<file path="src/rtl/note_seq_pkg.sv">
// Shared types and step-word field layout for the note sequencer.
// Step word: [7:6] voice, [5] oct_down, [4] oct_up, [3] tremolo, [2:0] duration in ticks.
package note_seq_pkg;

    typedef enum logic {
        ST_IDLE = 1'b0,
        ST_PLAY = 1'b1
    } seq_state_e;

    localparam int VOICE_MSB    = 7;
    localparam int VOICE_LSB    = 6;
    localparam int OCT_DOWN_BIT = 5;
    localparam int OCT_UP_BIT   = 4;
    localparam int TREM_BIT     = 3;
    localparam int DUR_MSB      = 2;
    localparam int DUR_LSB      = 0;

    localparam logic [1:0] VOICE_REST = 2'b00;
    localparam logic [1:0] VOICE_CLK1 = 2'b01;
    localparam logic [1:0] VOICE_CLK2 = 2'b10;
    localparam logic [1:0] VOICE_BOTH = 2'b11;

    localparam logic [2:0] DUR_END = 3'd0;

    typedef struct packed {
        logic [1:0] voice;
        logic       oct_down;
        logic       oct_up;
        logic       tremolo;
        logic [2:0] dur;
    } step_t;

    function automatic step_t unpack_step(input logic [7:0] w);
        step_t s;
        s.voice    = w[VOICE_MSB:VOICE_LSB];
        s.oct_down = w[OCT_DOWN_BIT];
        s.oct_up   = w[OCT_UP_BIT];
        s.tremolo  = w[TREM_BIT];
        s.dur      = w[DUR_MSB:DUR_LSB];
        return s;
    endfunction

    // Map the voice field onto the two tone-clock gates (bit0 = clock 1, bit1 = clock 2).
    function automatic logic [1:0] voice_gates(input logic [1:0] v);
        logic [1:0] g;
        case (v)
            VOICE_REST: g = 2'b00;
            VOICE_CLK1: g = 2'b01;
            VOICE_CLK2: g = 2'b10;
            VOICE_BOTH: g = 2'b11;
            default:    g = 2'b00;
        endcase
        return g;
    endfunction

endpackage

</file>
<file path="src/rtl/seq_tick_gen.sv">
// Tempo prescaler: counts TICK_DIV clk cycles and flags the last one of each period.
// A synchronous clear restarts the period so a new step begins on a tick boundary.
module seq_tick_gen #(
    parameter int TICK_DIV = 1000
) (
    input  logic clk,
    input  logic rst,
    input  logic clr,
    output logic tick
);

    localparam int            CW   = $clog2(TICK_DIV);
    localparam logic [CW-1:0] LAST = CW'(TICK_DIV - 1);

    logic [CW-1:0] cnt_q;
    logic [CW-1:0] cnt_d;

    always_comb begin
        cnt_d = cnt_q;
        if (clr) begin
            cnt_d = '0;
        end else if (cnt_q == LAST) begin
            cnt_d = '0;
        end else begin
            cnt_d = cnt_q + CW'(1);
        end
    end

    always_ff @(posedge clk or posedge rst) begin
        if (rst) begin
            cnt_q <= '0;
        end else begin
            cnt_q <= cnt_d;
        end
    end

    assign tick = (cnt_q == LAST);

endmodule

</file>
<file path="src/rtl/note_sequencer.sv">
// Step-pattern sequencer driving the tone-feature control pins from a small step memory.
// Optional macro NOTE_SEQ_ARTIC_EN silences the voices during the final tick of steps of duration >= 2.
module note_sequencer
    import note_seq_pkg::*;
#(
    parameter int DEPTH    = 16,
    parameter int TICK_DIV = 1000
) (
    input  logic                     clk,
    input  logic                     rst,
    input  logic                     wr_en,
    input  logic [$clog2(DEPTH)-1:0] wr_addr,
    input  logic [7:0]               wr_data,
    input  logic                     start,
    input  logic                     stop,
    input  logic                     loop_en,
    output logic [1:0]               voice_en,
    output logic                     octave_dena,
    output logic                     octave_uena,
    output logic                     tremolo_ena,
    output logic                     busy,
    output logic [$clog2(DEPTH)-1:0] step_idx,
    output logic                     done
);

    localparam int AW = $clog2(DEPTH);

    logic [7:0] mem_q [DEPTH];

    seq_state_e state_q, state_d;
    logic [1:0]    voice_q, voice_d;
    logic          odn_q, odn_d;
    logic          oup_q, oup_d;
    logic          trem_q, trem_d;
    logic          busy_q, busy_d;
    logic          done_q, done_d;
    logic [AW-1:0] idx_q, idx_d;
    logic [2:0]    dur_q, dur_d;
    logic [2:0]    tcnt_q, tcnt_d;

    logic          tick_s;
    logic          fetch_s;
    logic          idle_s;
    logic          step_last_s;
    logic          pat_end_s;
    logic [AW-1:0] fetch_idx_s;
    logic [AW-1:0] next_idx_s;
    step_t         fetch_step_s;
    step_t         next_step_s;

    seq_tick_gen #(
        .TICK_DIV (TICK_DIV)
    ) u_tick (
        .clk  (clk),
        .rst  (rst),
        .clr  (fetch_s),
        .tick (tick_s)
    );

    assign next_idx_s   = idx_q + AW'(1);
    assign next_step_s  = unpack_step(mem_q[next_idx_s]);
    assign fetch_step_s = unpack_step(mem_q[fetch_idx_s]);

    // Host writes land only while idle so a running pattern can never change under playback.
    always_ff @(posedge clk) begin
        if (wr_en && (state_q == ST_IDLE)) begin
            mem_q[wr_addr] <= wr_data;
        end
    end

    always_comb begin
        state_d     = state_q;
        voice_d     = voice_q;
        odn_d       = odn_q;
        oup_d       = oup_q;
        trem_d      = trem_q;
        busy_d      = busy_q;
        done_d      = 1'b0;
        idx_d       = idx_q;
        dur_d       = dur_q;
        tcnt_d      = tcnt_q;
        fetch_s     = 1'b0;
        idle_s      = 1'b0;
        fetch_idx_s = '0;
        step_last_s = tick_s && (tcnt_q == (dur_q - 3'd1));
        pat_end_s   = (idx_q == AW'(DEPTH - 1)) || (next_step_s.dur == DUR_END);

        case (state_q)
            ST_IDLE: begin
                if (start && !stop) begin
                    fetch_s = 1'b1;
                end else begin
                    idle_s = 1'b1;
                end
            end
            ST_PLAY: begin
                if (stop) begin
                    idle_s = 1'b1;
                end else if ((dur_q == DUR_END) || step_last_s) begin
                    // An end marker only ever sounds (silently) when it sits in slot 0.
                    if ((dur_q != DUR_END) && !pat_end_s) begin
                        fetch_s     = 1'b1;
                        fetch_idx_s = next_idx_s;
                    end else if (loop_en) begin
                        fetch_s = 1'b1;
                    end else begin
                        idle_s = 1'b1;
                        done_d = 1'b1;
                    end
                end else if (tick_s) begin
                    tcnt_d = tcnt_q + 3'd1;
`ifdef NOTE_SEQ_ARTIC_EN
                    if ((dur_q >= 3'd2) && (tcnt_q == (dur_q - 3'd2))) begin
                        voice_d = VOICE_REST;
                    end else begin
                        voice_d = voice_q;
                    end
`endif
                end else begin
                    tcnt_d = tcnt_q;
                end
            end
            default: begin
                idle_s = 1'b1;
            end
        endcase

        if (fetch_s) begin
            state_d = ST_PLAY;
            busy_d  = 1'b1;
            idx_d   = fetch_idx_s;
            dur_d   = fetch_step_s.dur;
            tcnt_d  = 3'd0;
            if (fetch_step_s.dur == DUR_END) begin
                voice_d = VOICE_REST;
                odn_d   = 1'b0;
                oup_d   = 1'b0;
                trem_d  = 1'b0;
            end else begin
                voice_d = voice_gates(fetch_step_s.voice);
                odn_d   = fetch_step_s.oct_down && !fetch_step_s.oct_up;
                oup_d   = fetch_step_s.oct_up && !fetch_step_s.oct_down;
                trem_d  = fetch_step_s.tremolo;
            end
        end else if (idle_s) begin
            state_d = ST_IDLE;
            busy_d  = 1'b0;
            voice_d = VOICE_REST;
            odn_d   = 1'b0;
            oup_d   = 1'b0;
            trem_d  = 1'b0;
            idx_d   = '0;
            dur_d   = DUR_END;
            tcnt_d  = 3'd0;
        end else begin
            state_d = state_q;
        end
    end

    always_ff @(posedge clk or posedge rst) begin
        if (rst) begin
            state_q <= ST_IDLE;
            voice_q <= 2'b00;
            odn_q   <= 1'b0;
            oup_q   <= 1'b0;
            trem_q  <= 1'b0;
            busy_q  <= 1'b0;
            done_q  <= 1'b0;
            idx_q   <= '0;
            dur_q   <= 3'd0;
            tcnt_q  <= 3'd0;
        end else begin
            state_q <= state_d;
            voice_q <= voice_d;
            odn_q   <= odn_d;
            oup_q   <= oup_d;
            trem_q  <= trem_d;
            busy_q  <= busy_d;
            done_q  <= done_d;
            idx_q   <= idx_d;
            dur_q   <= dur_d;
            tcnt_q  <= tcnt_d;
        end
    end

    assign voice_en    = voice_q;
    assign octave_dena = odn_q;
    assign octave_uena = oup_q;
    assign tremolo_ena = trem_q;
    assign busy        = busy_q;
    assign step_idx    = idx_q;
    assign done        = done_q;

endmodule

</file>
<file path="config.mk">
export PLATFORM = sky130hd
export DESIGN_NAME = note_sequencer
export DESIGN_NICKNAME = d
export VERILOG_FILES = /design/src/rtl/note_seq_pkg.sv /design/src/rtl/seq_tick_gen.sv /design/src/rtl/note_sequencer.sv
export SDC_FILE = /design/constraint.sdc
export NUM_CORES = 1
export LEC_CHECK = 0
export BUFFER_PORTS_ARGS = -buffer_cell sky130_fd_sc_hd__buf_2
export CAP_MARGIN = 30
export CELL_PAD_IN_SITES_DETAIL_PLACEMENT = 1
export CELL_PAD_IN_SITES_GLOBAL_PLACEMENT = 2
export CORE_UTILIZATION = 30
export DETAILED_ROUTE_END_ITERATION = 10
export PLACE_DENSITY = 0.63
export SYNTH_ARGS = -nofsm -noshare
export SYNTH_HDL_FRONTEND = slang
export SYNTH_SLANG_ARGS = --single-unit
</file>
<file path="constraint.sdc">
create_clock -name clk -period 8.1 [get_ports clk]
set_clock_uncertainty 0.1 [all_clocks]
set_input_delay 0.81 -clock clk [delete_from_list [all_inputs] [get_ports clk]]
set_output_delay 0.81 -clock clk [all_outputs]
set_load 0.1 [all_outputs]
</file>
* After elaboration in Yosys (flattened, before gate mapping)
Memory sizes are Yosys's and may differ from the RTL's. Cells that the tools add are included.
Word-level totals: register bits 27, bits in latches 0, RAM bits 128, bits in read-only memories 0, bits of input ports 18, output and inout port bits 11, word-level logic and storage cells 89, memories 1
Memories:
- mem_q | words 16, width 8, read ports 2, clocked after memory_dff 0, wr ports 1, RTL line note_sequencer.sv:28 | logic [7:0] mem_q [DEPTH];
Cells by class: add/sub/neg operators 4, multipliers 0, divide/modulo/power cells 0, $lt $le $gt $ge 0, eq/ne operators 8, shifts and indexed selects 0, muxes and demuxes 44, bitwise gates (word level) 1, reductions and logical operators 21
Operator list (count):
- $mux 3 | 8
- $mux 4 | 6
- $mux 1 | 22
- $mux 10 | 2
- $add 10x1->10 const B | 1
- $eq 10x10->1 const B | 1
- $logic_not 3->1 | 3
- $reduce_bool 3->1 | 3
- $pmux 2 s4 | 1
- $logic_and 1x1->1 | 6
- $mux 2 | 3
- $add 4x1->4 const B | 1
- $eq 2x2->1 const B | 2
- $eq 4x4->1 const B | 1
- $logic_not 1->1 | 4
- $pmux 1 s2 | 2
- $reduce_and 4->1 | 1
- $add 3x1->3 const B | 1
- $eq 3x3->1 | 1
- $ne 3x1->1 const B | 1
- $ne 3x3->1 const B | 1
- $sub 3x1->3 const B | 1
- $eq 2x1->1 const B | 1
- $logic_not 2->1 | 1
- 3 further kinds | 4

* Depth between registers and ports, before layout
Gate-level depths: netlist of the first run. An unclocked memory read counts as a cell.
word-level depth 15, depth in mapped cells 15, gate-level depth less buffers 12

* By module
A second synthesis of the first run with hierarchy kept.
Second synthesis, totals: cell total of the unflattened synthesis 485, area total of the unflattened synthesis 6950.4 sq um
By module, submodules not included:
- note_sequencer | times used 1, cells an instance 430, area an instance 6439.9 sq um
- seq_tick_gen | times used 1, cells an instance 55, area an instance 510.5 sq um

* Worst setup path after synthesis of the first run
OpenSTA, ideal clock, no wires.
path kind flip-flop to flip-flop, start register idx_q[1] (netlist: step_idx[1]), end register odn_q (netlist: octave_dena), setup time 0.123 ns, arrival time 3.865 ns, required time 7.877 ns, slack 4.012 ns, cell stages (with the launch flop) 13, buffers on the path 3, cells stage by stage dfrtp_1 ha_1 buf_2 buf_2 a311oi_2 a21oi_1 a22oi_2 clkbuf_1 a211oi_1 a222oi_1 a31oi_1 or3_4 a32o_1
Between the ends: word-level cells in the longest chain between the ends 15
RTL lines:
- from (decl) | RTL line note_sequencer.sv:37 | logic [AW-1:0] idx_q, idx_d;
- from (signal assigned) | RTL line note_sequencer.sv:180 | idx_q <= idx_d;
- $add 4x1->4 | RTL line note_sequencer.sv:60 | assign next_idx_s = idx_q + AW'(1);
- $mem_v2 16x8
- $logic_not 3->1 | RTL line note_sequencer.sv:86 | pat_end_s = (idx_q == AW'(DEPTH - 1)) || (next_step_s.dur == DUR_END);
- $logic_or 1x1->1 | RTL line note_sequencer.sv:86
- $logic_not 1->1 | RTL line note_sequencer.sv:101 | if ((dur_q != DUR_END) && !pat_end_s) begin
- $logic_and 1x1->1 | RTL line note_sequencer.sv:101
- $mux 4 | RTL line note_sequencer.sv:101
- $mux 4 | RTL line note_sequencer.sv:99 | end else if ((dur_q == DUR_END) || step_last_s) begin
- $mux 4 | RTL line note_sequencer.sv:97 | if (stop) begin
- $mux 4 | RTL line note_sequencer.sv:88 | case (state_q)
- $mem_v2 16x8
- $logic_not 1->1 | RTL line note_sequencer.sv:141 | odn_d = fetch_step_s.oct_down && !fetch_step_s.oct_up;
- $logic_and 1x1->1 | RTL line note_sequencer.sv:141
- $mux 1 | RTL line note_sequencer.sv:134 | if (fetch_step_s.dur == DUR_END) begin
- $mux 1 | RTL line note_sequencer.sv:128 | if (fetch_s) begin
- to (signal assigned) | RTL line note_sequencer.sv:175 | odn_q <= odn_d;
- to (decl) | RTL line note_sequencer.sv:32 | logic odn_q, odn_d;
Parallel ways exist; a longest one is shown, timed or not. A chain may end at the register's enable or synchronous reset.

* Final worst setup path of the first run
start register idx_q[0] (netlist: step_idx[0]), end register voice_q[0] (netlist: voice_en[0])
Between the ends: word-level cells in the longest chain between the ends 15
RTL lines:
- $add 4x1->4 | RTL line note_sequencer.sv:60
- $mem_v2 16x8
- $logic_not 3->1 | RTL line note_sequencer.sv:86
- $logic_or 1x1->1 | RTL line note_sequencer.sv:86
- $logic_not 1->1 | RTL line note_sequencer.sv:101
- $logic_and 1x1->1 | RTL line note_sequencer.sv:101
- $mux 4 | RTL line note_sequencer.sv:101
- $mux 4 | RTL line note_sequencer.sv:99
- $mux 4 | RTL line note_sequencer.sv:97
- $mux 4 | RTL line note_sequencer.sv:88
- $mem_v2 16x8
- $eq 2x2->1 (tied with other cells) | RTL line note_seq_pkg.sv:46 | case (v)
- $pmux 2 s4 | RTL line note_seq_pkg.sv:46
- $mux 2 | RTL line note_sequencer.sv:134
- $mux 2 | RTL line note_sequencer.sv:128
- to (signal assigned) | RTL line note_sequencer.sv:174 | voice_q <= voice_d;
- to (decl) | RTL line note_sequencer.sv:31 | logic [1:0] voice_q, voice_d;
Parallel ways exist; a longest one is shown, timed or not.

==> summary.txt, run 1 <==
Logic synthesis
  • Post-synthesis net count: approximately 600
  • Mapped cell area: 7130 µm²
  • Synthesized area divided by synthesized cell count: 12.3 µm²
  • Number of synthesized register bits: 155
  • Sequential-to-total area share from yosys stat: 63.4%
  • Proportion of synthesized flip-flops having asynchronous set or reset: 17.4%
  • Count of flip-flops with a built-in enable after synthesis: 128
  • Most used DFF post-synth: edfxtp_1
  • YS warnings: 0
  • Count of mapped cells out of synthesis: 578
  • Yosys cell types: 71

Worst setup path
  • Largest fanout of any net on the critical path: 46
  • Required @ worst endpoint: 8.32 ns
  • Reg-to-reg setup timing slack: between 3 and 4 ns
  • Worst Setup Path Type: flip-flop to flip-flop
  • Category of the worst setup path capture point: flip-flop
  • Startpoint of the most critical register-to-register path: step_idx[0]
  • Worst r2r dst: voice_en[0]
  • Critical path startpoint category: flip-flop
  • FF-to-FF path depth: 12
  • Arrival time worst endpoint: 5.10 ns

Clock tree
  • Number of buffers on the longest clock path: 2
  • Number of setup buffers added after CTS: 0
  • Clock network latency to the later pin of the worst-skew pair: 0.44 ns
  • Clock transition at the register clock pins on the worst setup and hold paths after CTS: ~0.07 ns
  • CTS Hold Bufs: 0
  • Total clock sinks: 155
  • Clock tree from TritonCTS: done
  • Number of gates resized after CTS: 0
  • H-Tree Depth: 4
  • Clock root cell: clkbuf_16
  • Number of CTS-inserted buffers: 17

Place
  • Area after DPL: 7720 µm²
  • Final Wtd Congestion: approximately 0.9
  • Detailed placer's ending HPWL: 14,400 µm
  • Count of input and output buffers: 28

Global routing
  • Global routing usage summed across all routing layers: a little under a fifth
  • Number of antenna violations at the first check in global routing: 0
  • Number of global-route vias before repair: 5,133
  • Pin count of the biggest net entering global routing: 47
  • First-pass GRT wire length: 32,300 µm
  • GRT overflow: 0

Power and ir drop
  • Net switching power: between 0.5 and 0.6 mW
  • Share of power burned in combinational logic: approximately 7.4%
  • Leakage power summed over all cells: 2.96 nW
  • Proportion of power drawn by the clock network: around 45%
  • Internal Power: 1.35 mW
  • Power after layout: 1.87 mW
  • Cell area power density: 224 nW/µm²
  • Fraction of power spent switching nets: between 20% and 30%
  • Sequential power share: 48.0%
  • Peak VDD IR: 0.000116 V

Finish
  • Most common cell after layout, fill and taps aside: edfxtp_1
  • Fin area: ~8400 µm²
  • Share of post-route cells with drive strength above 1: around 17%
  • Area growth syn-to-layout: 17.3%
  • Number of nets in the layout: 637
  • Number of antenna diodes: 0
  • Leading cell types in the layout, fill and taps excluded: edfxtp_1, nand2_1, nand3_1, nor2_1, buf_2

Drt
  • Antenna violation net count after detailed routing: 0
  • Met3 layer wire length in the routed design: 819 µm
  • Final WL: 21,100 µm
  • Via-to-Cell Ratio: 5.19
  • Top layer in use: met4
  • Total DRC errors in the routed layout: 0
  • Wire length the detailed router placed on met1: 10,100 µm
  • Violation count after the first detailed-route iteration: 330
  • Count of TritonRoute iterations in the first routing pass: 5
  • Number of vias in the routed layout: around 4,900
  • Detailed-routed wire length on met2: 9950 µm
  • Wire per inst: 22.3 µm

Flow run
  • Max-Cap Viols: 0

Floorplan
  • Die footprint: 24,400 µm²
  • Die Y: 156 µm
  • Area inside the core boundary: 23,400 µm²
  • Top-level I/O count: 29
  • Site row count: 56
  • Chip Width: 156 µm
  • Effective utilization at floorplan: 30.5%

STA
  • Worst slew margin relative to its limit: 39.3%
  • Sum of negative setup slack: 0 ns
  • Setup violation total in the final timing report: 0
  • RSZ-0062 raised after global routing: no
  • Final clock period utilization by the worst path: 60.2%
  • Fin. max-slew vios: 0
  • Worst-margin pin slew: 0.907 ns
  • Achievable frequency: 205 MHz
  • Post-route minimum period: approximately 5 ns
  • Final hold violation count: 0

Min path
  • Path type of the worst min-delay path: input port to async pin

Outcome
  • Run status: finished, final reports clean
## cell usage after synthesis, types with 3 or more instances
cell type | instances | area, µm²
o31ai_1 | 3 | 22.5
a21o_1 | 4 | 30.0
a2111oi_0 | 3 | 26.3
nand3_1 | 51 | 255
o21ai_0 | 7 | 35.0
or3_1 | 6 | 37.5
nor4b_1 | 8 | 70.1
a31oi_1 | 9 | 56.3
a211oi_1 | 8 | 60.1
nor2b_1 | 7 | 43.8
dfrtp_1 | 27 | 676
a32o_1 | 5 | 50.1
clkbuf_1 | 13 | 48.8
xnor2_1 | 7 | 61.3
a21oi_1 | 16 | 80.1
o22ai_1 | 3 | 18.8
nand2b_1 | 3 | 18.8
nand2_1 | 81 | 304
nor3_1 | 16 | 80.1
nand3b_1 | 3 | 22.5
nor2_1 | 37 | 139
buf_2 | 13 | 65.1
and3_1 | 9 | 56.3
and2_1 | 7 | 43.8
edfxtp_1 | 128 | 3840
mux2_2 | 6 | 67.6
nor4_1 | 9 | 56.3
a21boi_0 | 3 | 22.5
mux2i_1 | 16 | 160
xor2_1 | 6 | 52.6
ha_1 | 5 | 62.6
and4_1 | 3 | 26.3
inv_1 | 6 | 22.5
nand4_1 | 6 | 37.5
## cell families after synthesis
family,Yosys count,synth area share [%]
AO/OA/AOI/OAI,86,9.20
AND/OR/NAND/NOR,255,18.0
flip-flops,155,63.4
adder cells (fa/ha/maj),5,0.878
buffers and inverters,37,2.33
XOR/XNOR,16,2.39
multiplexers,24,3.83
## worst max path at each step
stage          slack, ns           to        start  depth (start not counted)
2_1_floorplan       4.01  octave_dena  step_idx[1]                         12
3_3_place_gp        3.37  voice_en[1]  step_idx[0]                         13
3_5_place_dp        3.26  voice_en[0]  step_idx[0]                         12
4_1_cts             3.25  voice_en[1]  step_idx[0]                         12
5_1_grt             2.99  voice_en[1]  step_idx[0]                         12
6_report            3.23  voice_en[0]  step_idx[0]                         12
## per-stage QoR
stage	utilization (%)	cells	hold slack, ns	setup slack [ns]
2_1_floorplan	-	578	0.348	4.01
3_3_place_gp	32.6	905	0.382	3.37
3_5_place_dp	33.0	913	0.378	3.26
4_1_cts	35.7	945	0.234	3.25
5_1_grt	35.7	946	0.263	2.99
6_report	35.7	946	0.238	3.23
## power groups by stage
| stage | logic, mW | registers, mW | clock network [mW] |
|---|---|---|---|
| 6_report | 0.139 | 0.897 | 0.834 |
| 5_1_grt | 0.152 | 0.900 | 0.878 |
| 4_1_cts | 0.141 | 0.897 | 0.848 |
| 3_5_place_dp | 0.140 | 0.915 | 0 |
| 3_3_place_gp | 0.133 | 0.915 | 0 |
| 2_1_floorplan | 0.0727 | 0.930 | 0 |
## layer usage
layer  track usage, %  up-vias
li1                 -     2273
met1             25.1     2492
met2             29.6      120
met3             3.44       26
met4             4.95        0
met5                0        -
## sequential cells by signal (all words and copies together), names as in the netlist
| name | flops |
|---|---|
| tremolo_ena | 1 |
| u_tick.cnt_q | 10 |
| dur_q | 3 |
| octave_dena | 1 |
| busy | 1 |
| mem_q | 128 |
| octave_uena | 1 |
| tcnt_q | 3 |
| voice_en | 2 |
| step_idx | 4 |
| done | 1 |
## critical path, stage by stage (launching register included)
cell and delay, ns:
dfrtp_2 0.34, buf_4 0.48, ha_1 0.33, buf_4 0.24, nor4b_1 0.19, o31ai_1 0.35
o31ai_2 0.18, a2111oi_2 0.47, and2_1 0.75, o2111ai_1 0.34, and4_1 0.32, or3_4 0.41
a32o_1 0.23
## layout make-up
class / count / area (µm²)
Inverter: 7 / 26.3
Clock buffer: 17 / 425
Sequential cell: 155 / 4520
Multi-Input combinational cell: 386 / 2460
Tap cell: 319 / 399
Fill cell: 2547 / 15000
Clock inverter: 15 / 209
Timing Repair Buffer: 47 / 325
Note: power is estimated with default switching activity, not from simulation.
==> run 2: changes to the inputs <==
clock period = 4.8 ns   (was 8.1 ns; I/O delays follow)
==> run 2 against run 1 <==
  * Register-to-register slack worse by 2.7 ns
  * Sequential share of layout area is 0.22 points lower
  * Setup slack got worse by 2.7 ns
  * Global-route usage is 0.69 points lower
  * Critical path type unchanged
  * Largest power group unchanged
  * Highest routed layer unchanged
==> summary.txt, run 2 (same netlist as run 1, synthesis figures left out) <==
Outcome
  • Run status: finished, final reports clean (unchanged)

Drt
  • Top layer in use: met4 (unchanged)
  • Violation count after the first detailed-route iteration: 276 (was 330)
  • Wire length the detailed router placed on met1: 9710 µm (was 10,100 µm)
  • Final WL: 20,600 µm (was 21,100 µm)
  • Total DRC errors in the routed layout: 0 (unchanged)
  • Antenna violation net count after detailed routing: 0 (unchanged)
  • Number of vias in the routed layout: 4,893 (was 4,911)
  • Wire per inst: 21.7 µm (was 22.3 µm)
  • Met3 layer wire length in the routed design: 761 µm (was 819 µm)
  • Detailed-routed wire length on met2: 9860 µm (was 9950 µm)
  • Count of TritonRoute iterations in the first routing pass: 5 (unchanged)
  • Via-to-Cell Ratio: 5.15 (was 5.19)

Worst setup path
  • Delay-heaviest family, CP: compound AO/OA/AOI/OAI gates (was simple AND/OR/NAND/NOR gates)
  • Arrival time worst endpoint: 4.50 ns (was 5.10 ns)
  • Cell repeated most along the worst path: nor3_1 (was buf_4)
  • Worst Path Buf+Inv: 1 (was 2)
  • Worst Setup Path Type: flip-flop to flip-flop (unchanged)
  • Largest fanout of any net on the critical path: 25 (was 46)
  • Category of the worst setup path capture point: flip-flop (unchanged)
  • Critical path startpoint category: flip-flop (unchanged)
  • Critical-path top delay cell: a2111o_1 (was and2_1)
  • CP peak stage delay: 0.53 ns (was 0.75 ns)
  • FF-to-FF path depth: 12 (unchanged)
  • Path length in cells of the critical path: 12 (unchanged)
  • List of cells traversed by the critical path: ha_1 > buf_4 > nor4_1 > nor3_1 > nor2_1 > a2111o_1 > nor2_2 > a32oi_1 > a32o_1 > a211oi_1 > nor3_1 > a221oi_1 (was buf_4 > ha_1 > buf_4 > nor4b_1 > o31ai_1 > o31ai_2 > a2111oi_2 > and2_1 > o2111ai_1 > and4_1 > or3_4 > a32o_1)
  • Required @ worst endpoint: 5.01 ns (was 8.32 ns)

Power and ir drop
  • Internal Power: 2.32 mW (was 1.35 mW)
  • Fraction of power spent switching nets: 25.9% (was 27.8%)
  • Share of power burned in combinational logic: 7.6% (was 7.4%)
  • Leakage power summed over all cells: 2.98 nW (was 2.96 nW)
  • Cell area power density: 372 nW/µm² (was 224 nW/µm²)
  • Sequential power share: 48.5% (was 48.0%)
  • Net switching power: 0.810 mW (was 0.520 mW)
  • Proportion of power drawn by the clock network: 43.9% (was 44.6%)
  • Power after layout: 3.13 mW (was 1.87 mW)
  • Peak VDD IR: 0.000225 V (was 0.000116 V)

Finish
  • Area growth syn-to-layout: 17.8% (was 17.3%)
  • Share of post-route cells with drive strength above 1: 17.4% (was 16.9%)
  • Number of nets in the layout: 642 (was 637)
  • Number of cells in the finished layout apart from fillers: 951 (was 946)
  • Number of antenna diodes: 0 (unchanged)
  • Register with the highest flop count: mem_q (unchanged)
  • Most common cell after layout, fill and taps aside: edfxtp_1 (unchanged)
  • Max reg flops: 128 (unchanged)
  • Fin area: 8400 µm² (was 8360 µm²)
  • Leading cell types in the layout, fill and taps excluded: edfxtp_1, nand2_1, nand3_1, nor2_1, buf_2 (unchanged)

Floorplan
  • Die footprint: 24,400 µm² (unchanged)
  • Site row count: 56 (unchanged)
  • Chip Width: 156 µm (unchanged)
  • Effective utilization at floorplan: 30.5% (unchanged)
  • Die Y: 156 µm (unchanged)
  • Top-level I/O count: 29 (unchanged)
  • Area inside the core boundary: 23,400 µm² (unchanged)

Place
  • Final Wtd Congestion: 0.876 (was 0.890)
  • Total placed cells including tap cells: 918 (was 913)
  • Detailed placer's ending HPWL: 15,200 µm (was 14,400 µm)
  • Area after DPL: 7770 µm² (was 7720 µm²)
  • Count of input and output buffers: 28 (unchanged)

Global routing
  • Number of antenna violations at the first check in global routing: 0 (unchanged)
  • First-pass GRT wire length: 31,200 µm (was 32,300 µm)
  • Number of global-route vias before repair: 5,021 (was 5,133)
  • Pin count of the biggest net entering global routing: 46 (was 47)
  • GRT overflow: 0 (unchanged)
  • Global routing usage summed across all routing layers: 17.6% (was 18.3%)

STA
  • Fin. max-slew vios: 0 (unchanged)
  • Final hold violation count: 0 (unchanged)
  • RSZ-0062 raised after global routing: no (unchanged)
  • Worst slew margin relative to its limit: 27.8% (was 39.3%)
  • Sum of negative setup slack: 0 ns (unchanged)
  • Setup violation total in the final timing report: 0 (unchanged)
  • Final clock period utilization by the worst path: 89.2% (was 60.2%)
  • Achievable frequency: 233 MHz (was 205 MHz)
  • Post-route minimum period: 4.28 ns (was 4.87 ns)
  • Worst-margin pin slew: 1.08 ns (was 0.907 ns)

Clock tree
  • Clock root cell: clkbuf_16 (unchanged)
  • Clock transition at the register clock pins on the worst setup and hold paths after CTS: 0.07 ns (about the same)
  • H-Tree Depth: 4 (unchanged)
  • Total clock sinks: 155 (unchanged)
  • Clock tree from TritonCTS: done (unchanged)
  • Clock network latency to the later pin of the worst-skew pair: 0.43 ns (was 0.44 ns)
  • Number of setup buffers added after CTS: 0 (unchanged)
  • Number of buffers on the longest clock path: 2 (unchanged)
  • Number of CTS-inserted buffers: 17 (unchanged)

Min path
  • Path type of the worst min-delay path: input port to flip-flop (was input port to async pin)
  • Count of cells along the worst hold path: 3

Flow run
  • Max-Cap Viols: 0 (unchanged)
## run 2: changes by cell type in the layout (fill, tap and decap cells not counted), sizes merged
| cell | previous run | this run |
|---|---|---|
| inv | 14 | 16 |
| clkinv | 8 | 5 |
| dlygate4sd3 | 0 | 1 |
| bufinv | 0 | 1 |
| buf | 47 | 51 |
## run 2: worst paths after layout
check | from | end | slack [ns]
worst max-delay path | step_idx[1] | tremolo_ena | 0.52
worst min-delay path | start | busy | 0.23
worst max register to register | step_idx[1] | tremolo_ena | 0.52
worst min register to register | dur_q[1] | dur_q[1] | 0.38
max in group asynchronous | rst | step_idx[0] | 3.60
min in group asynchronous | rst | u_tick.cnt_q[8] | 0.53
## run 2: layer usage
| metal | vias up | global-route usage [%] |
|---|---|---|
| met3 | 16 | 3.36 |
| met1 | 2492 | 23.7 |
| li1 | 2283 | - |
| met4 | 0 | 5.14 |
| met5 | - | 0 |
| met2 | 102 | 28.8 |
## run 2: power by group through the flow
stage | sequential [mW] | combinational (mW) | clock (mW)
finish | 1.52 | 0.238 | 1.37
global route | 1.52 | 0.261 | 1.45
CTS | 1.52 | 0.242 | 1.40
detailed placement | 1.55 | 0.240 | 0
global placement | 1.54 | 0.230 | 0
floorplan | 1.57 | 0.123 | 0
## run 2: area by class of cell
| cell class | instances | area, µm² |
|---|---|---|
| flip-flops and latches | 155 | 4520 |
| clock buffers | 17 | 425 |
| inverters | 7 | 26.3 |
| multi-input cells | 386 | 2460 |
| clock inverters | 15 | 190 |
| fillers | 2516 | 15000 |
| well taps | 319 | 399 |
| repair buffers | 52 | 378 |
## run 2: worst reg2reg max path: stages, from the launching register on
cell,delay (ns)
dfrtp_1,0.44
ha_1,0.45
buf_4,0.34
nor4_1,0.11
nor3_1,0.35
nor2_1,0.19
a2111o_1,0.53
nor2_2,0.33
a32oi_1,0.16
a32o_1,0.27
a211oi_1,0.45
nor3_1,0.13
a221oi_1,0.31
## run 2: repair_timing
| item | in CTS | in global routing |
|---|---|---|
| hold buffers | 1 | 0 |
| gates resized for setup | 0 | 0 |
| endpoints found under the hold margin | 10 | 0 |
## run 2: metrics by stage
| step | utilization, % | hold WS [ns] | setup slack, ns |
|---|---|---|---|
| finish | 35.9 | 0.228 | 0.517 |
| global placement | 32.8 | 0.370 | 0.491 |
| floorplan | - | 0.348 | 0.712 |
| detailed placement | 33.2 | 0.373 | 0.477 |
| CTS | 35.9 | 0.224 | 0.521 |
| global route | 35.9 | 0.276 | 0.216 |
==> run 3: changes to the inputs <==
ABC_AREA = 1   (was not set)
PLACE_DENSITY = 0.66   (was 0.63)
==> run 3 against run 2 <==
  * First-iteration DRC count decreased by 2.9%
  * Die area increased by 3.5%
  * Flip-flop and latch count unchanged
  * Setup slack improved by 0.16 ns
  * Sequential power about the same
  * Via count increased by 12%
  * Critical endpoint is now octave_dena
  * Core utilization decreased by 0.93 points
  * Power decreased by 1.4%
==> summary.txt, run 3 <==
Logic synthesis
  • Dominant combinational cell family by area after synthesis: simple AND/OR/NAND/NOR gates (unchanged)
  • Synthesized area divided by synthesized cell count: 9.64 µm² (was 12.3 µm²)
  • Synth area leaders: edfxtp_1, nand2_1, nand3_1, dfrtp_1, inv_1 (was edfxtp_1, dfrtp_1, nand2_1, nand3_1, mux2i_1)
  • Sequential-to-total area share from yosys stat: 61.2% (was 63.4%)
  • Yosys top cell by area: edfxtp_1 (unchanged)
  • Synth Area in XOR/XNOR: 0.814% (was 2.39%)
  • Fraction of post-synthesis cell area in the top cell type by area: 52.1% (was 53.9%)
  • Most used standard cell by instance count after synthesis: nand2_1 (was edfxtp_1)
  • Number of synthesized register bits: 155 (unchanged)
  • Post-synthesis net count: 789 (was 601)
  • Proportion of synthesized flip-flops having asynchronous set or reset: 17.4% (unchanged)
  • Simple-gate area share of the yosys netlist: 28.1% (was 18.0%)
  • Commonest cells in the netlist: nand2_1, nand3_1, edfxtp_1 (was edfxtp_1, nand2_1, nand3_1)
  • Most used DFF post-synth: edfxtp_1 (unchanged)
  • YS warnings: 0 (unchanged)
  • Count of mapped cells out of synthesis: 766 (was 578)
  • Multiplexer share of the synthesized area: 0% (was 3.83%)
  • Adder-Cell Fraction of Synth Area: 0.847% (was 0.878%)
  • Count of flip-flops with a built-in enable after synthesis: 128 (unchanged)
  • Mapped cell area: 7380 µm² (was 7130 µm²)
  • Yosys cell types: 37 (was 71)
  • Compound-Gate Fraction of Synth Area: 1.90% (was 9.20%)

Power and ir drop
  • Cell area power density: 363 nW/µm² (was 372 nW/µm²)
  • Leakage power summed over all cells: 3.53 nW (was 2.98 nW)
  • Peak VDD IR: 0.000186 V (was 0.000225 V)

Finish
  • Number of antenna diodes: 0 (unchanged)
  • Most common cell after layout, fill and taps aside: nand2_1 (was edfxtp_1)
  • Fillers: 2,816 (was 2,516)
  • Number of nets in the layout: 826 (was 642)
  • Fin area: 8480 µm² (was 8400 µm²)
  • Max reg flops: 128 (unchanged)
  • Area growth syn-to-layout: 14.8% (was 17.8%)
  • Share of the core filled with cells: 35.0% (was 35.9%)
  • Register with the highest flop count: mem_q (unchanged)
  • Share of post-route cells with drive strength above 1: 12.3% (was 17.4%)
  • Leading cell types in the layout, fill and taps excluded: nand2_1, nand3_1, edfxtp_1, inv_1, nor2_1 (was edfxtp_1, nand2_1, nand3_1, nor2_1, buf_2)

STA
  • Sum of negative setup slack: 0 ns (unchanged)
  • Final clock period utilization by the worst path: 85.9% (was 89.2%)
  • RSZ-0062 raised after global routing: no (unchanged)
  • Setup violation total in the final timing report: 0 (unchanged)
  • Worst slew margin relative to its limit: 33.6% (was 27.8%)
  • Achievable frequency: 242 MHz (was 233 MHz)
  • Final hold violation count: 0 (unchanged)
  • Fin. max-slew vios: 0 (unchanged)
  • Post-route minimum period: 4.13 ns (was 4.28 ns)
  • Post-route worst hold slack: 0.158 ns (was 0.228 ns)
  • Worst-margin pin slew: 0.993 ns (was 1.08 ns)

Worst setup path
  • Worst r2r dst: octave_dena (was tremolo_ena)
  • Category of the worst setup path capture point: flip-flop (unchanged)
  • Reg-to-reg setup timing slack: 0.67 ns (was 0.52 ns)
  • Delay-heaviest family, CP: simple AND/OR/NAND/NOR gates (was compound AO/OA/AOI/OAI gates)
  • Critical-path top delay cell: ha_1 (was a2111o_1)
  • Arrival time worst endpoint: 4.39 ns (was 4.50 ns)
  • CP peak stage delay: 0.65 ns (was 0.53 ns)
  • Worst Setup Path Type: flip-flop to flip-flop (unchanged)
  • List of cells traversed by the critical path: ha_1 > inv_2 > nand3_1 > nand3_1 > nand2_1 > inv_1 > nand2_1 > nor2_1 > nor2_4 > buf_4 > nand3_2 > nand3_1 > nand3_1 > nand2_1 > nand2_1 > nor2_1 > nand2_1 > nand2_1 (was ha_1 > buf_4 > nor4_1 > nor3_1 > nor2_1 > a2111o_1 > nor2_2 > a32oi_1 > a32o_1 > a211oi_1 > nor3_1 > a221oi_1)
  • Critical path startpoint category: flip-flop (unchanged)
  • FF-to-FF path depth: 18 (was 12)
  • Startpoint of the most critical register-to-register path: step_idx[1] (unchanged)
  • Cell repeated most along the worst path: nand2_1 (was nor3_1)
  • Worst Path Buf+Inv: 3 (was 1)
  • Required @ worst endpoint: 5.07 ns (was 5.01 ns)
  • Largest fanout of any net on the critical path: 26 (was 25)

Outcome
  • Run status: finished, final reports clean (unchanged)

Clock tree
  • Clock network latency to the later pin of the worst-skew pair: 0.42 ns (was 0.43 ns)
  • Number of CTS-inserted buffers: 17 (unchanged)
  • Clock transition at the register clock pins on the worst setup and hold paths after CTS: 0.07 ns (about the same)
  • H-Tree Depth: 4 (unchanged)
  • Clock tree from TritonCTS: done (unchanged)
  • Total clock sinks: 155 (unchanged)
  • Number of setup buffers added after CTS: 0 (unchanged)
  • Number of gates resized after CTS: 0 (unchanged)
  • Clock root cell: clkbuf_16 (unchanged)
  • Number of buffers on the longest clock path: 2 (unchanged)

Place
  • Detailed placer's ending HPWL: 15,500 µm (was 15,200 µm)
  • Area after DPL: 7890 µm² (was 7770 µm²)
  • Count of input and output buffers: 28 (unchanged)
  • Final Wtd Congestion: 0.777 (was 0.876)

Global routing
  • GRT overflow: 0 (unchanged)
  • Global routing usage summed across all routing layers: 18.6% (was 17.6%)
  • Pin count of the biggest net entering global routing: 72 (was 46)
  • First-pass GRT wire length: 35,000 µm (was 31,200 µm)
  • Number of global-route vias before repair: 5,864 (was 5,021)
  • Number of antenna violations at the first check in global routing: 0 (unchanged)

Floorplan
  • Chip Width: 159 µm (was 156 µm)
  • Die Y: 159 µm (was 156 µm)
  • Die footprint: 25,200 µm² (was 24,400 µm²)
  • Area inside the core boundary: 24,200 µm² (was 23,400 µm²)
  • Effective utilization at floorplan: 30.4% (was 30.5%)
  • Top-level I/O count: 29 (unchanged)
  • Site row count: 57 (was 56)

Drt
  • Number of vias in the routed layout: 5,457 (was 4,893)
  • Total DRC errors in the routed layout: 0 (unchanged)
  • Via-to-Cell Ratio: 4.79 (was 5.15)
  • Antenna violation net count after detailed routing: 0 (unchanged)
  • Final WL: 22,400 µm (was 20,600 µm)
  • Wire per inst: 19.7 µm (was 21.7 µm)
  • Count of TritonRoute iterations in the first routing pass: 4 (was 5)
  • Violation count after the first detailed-route iteration: 268 (was 276)

Min path
  • Path type of the worst min-delay path: input port to flip-flop (unchanged)
  • Count of cells along the worst hold path: 2 (was 3)
  • Hold EP: done (was busy)
  • Launch instance of the worst min-delay path: loop_en (was start)

Flow run
  • Max-Cap Viols: 0 (unchanged)
## run 3: cell types whose count changed in the layout (fill, tap and decap cells not counted), moves of 13 or more
| cell | change |
|---|---|
| nand2_1 | +128 |
| nand3_1 | +95 |
| inv_1 | +81 |
| nor2_1 | +25 |
| mux2i_1 | -16 |
| nand3b_1 | +13 |
## run 3: layer usage
metal	global-route usage (%)	up-vias	part of all wire (%)
met5	0	-	0
met4	5.29	0	1.5
met3	3.37	19	4.1
met2	31.1	97	49
met1	24.4	2723	46
li1	-	2618	-
## run 3: what timing repair did
item / 4_1_cts / 5_1_grt
endpoints found under the setup margin: 0 / 0
hold buffers: 1 / 0
hold endpoints to repair: 9 / 0
## run 3: metrics by stage
step                total power, mW  setup slack, ns  instances
finish                         3.08            0.675       1140
global route                   3.20            0.299       1140
CTS                            3.12            0.618       1138
detailed placement             1.82            0.641       1105
global placement               1.81            0.749       1097
floorplan                      1.72             1.55        766
## run 3: area by class of cell
| class | count | area (µm²) | share of cell area, % |
|---|---|---|---|
| tap | 324 | 405 | 4.78 |
| inverter | 95 | 357 | 4.21 |
| clock inverter | 15 | 133 | 1.56 |
| timing repair buffer | 44 | 298 | 3.51 |
| sequential | 155 | 4520 | 53.3 |
| clock buffer | 17 | 425 | 5.02 |
| multi-input combinational | 490 | 2340 | 27.6 |
## run 3: power by group
group | internal (mW) | switching (mW) | leakage [nW]
registers | 1.49 | 0.0169 | 1.52
logic | 0.0664 | 0.213 | 1.74
clock network | 0.680 | 0.613 | 0.265
total | 2.24 | 0.843 | 3.53
## run 3: worst max path at each step
| stage | start | to | slack, ns | cells after the start |
|---|---|---|---|---|
| after floorplan | step_idx[0] | octave_dena | 1.55 | 17 |
| after global placement | step_idx[1] | octave_dena | 0.75 | 18 |
| after detailed placement | step_idx[1] | octave_dena | 0.64 | 18 |
| after CTS | step_idx[1] | octave_dena | 0.62 | 18 |
| after global routing | step_idx[1] | octave_dena | 0.30 | 18 |
| final | step_idx[1] | octave_dena | 0.67 | 18 |
## run 3: cells by family (layout without fill, tap and decap cells)
kind of cell / after synthesis / in the layout
and+or+nand+nor: 456 / 456
adders and majority gates: 5 / 5
DFF: 155 / 155
buffers and inverters: 121 / 171
AOI/OAI and AO/OA: 23 / 23
xor gates and xnor gates: 6 / 6
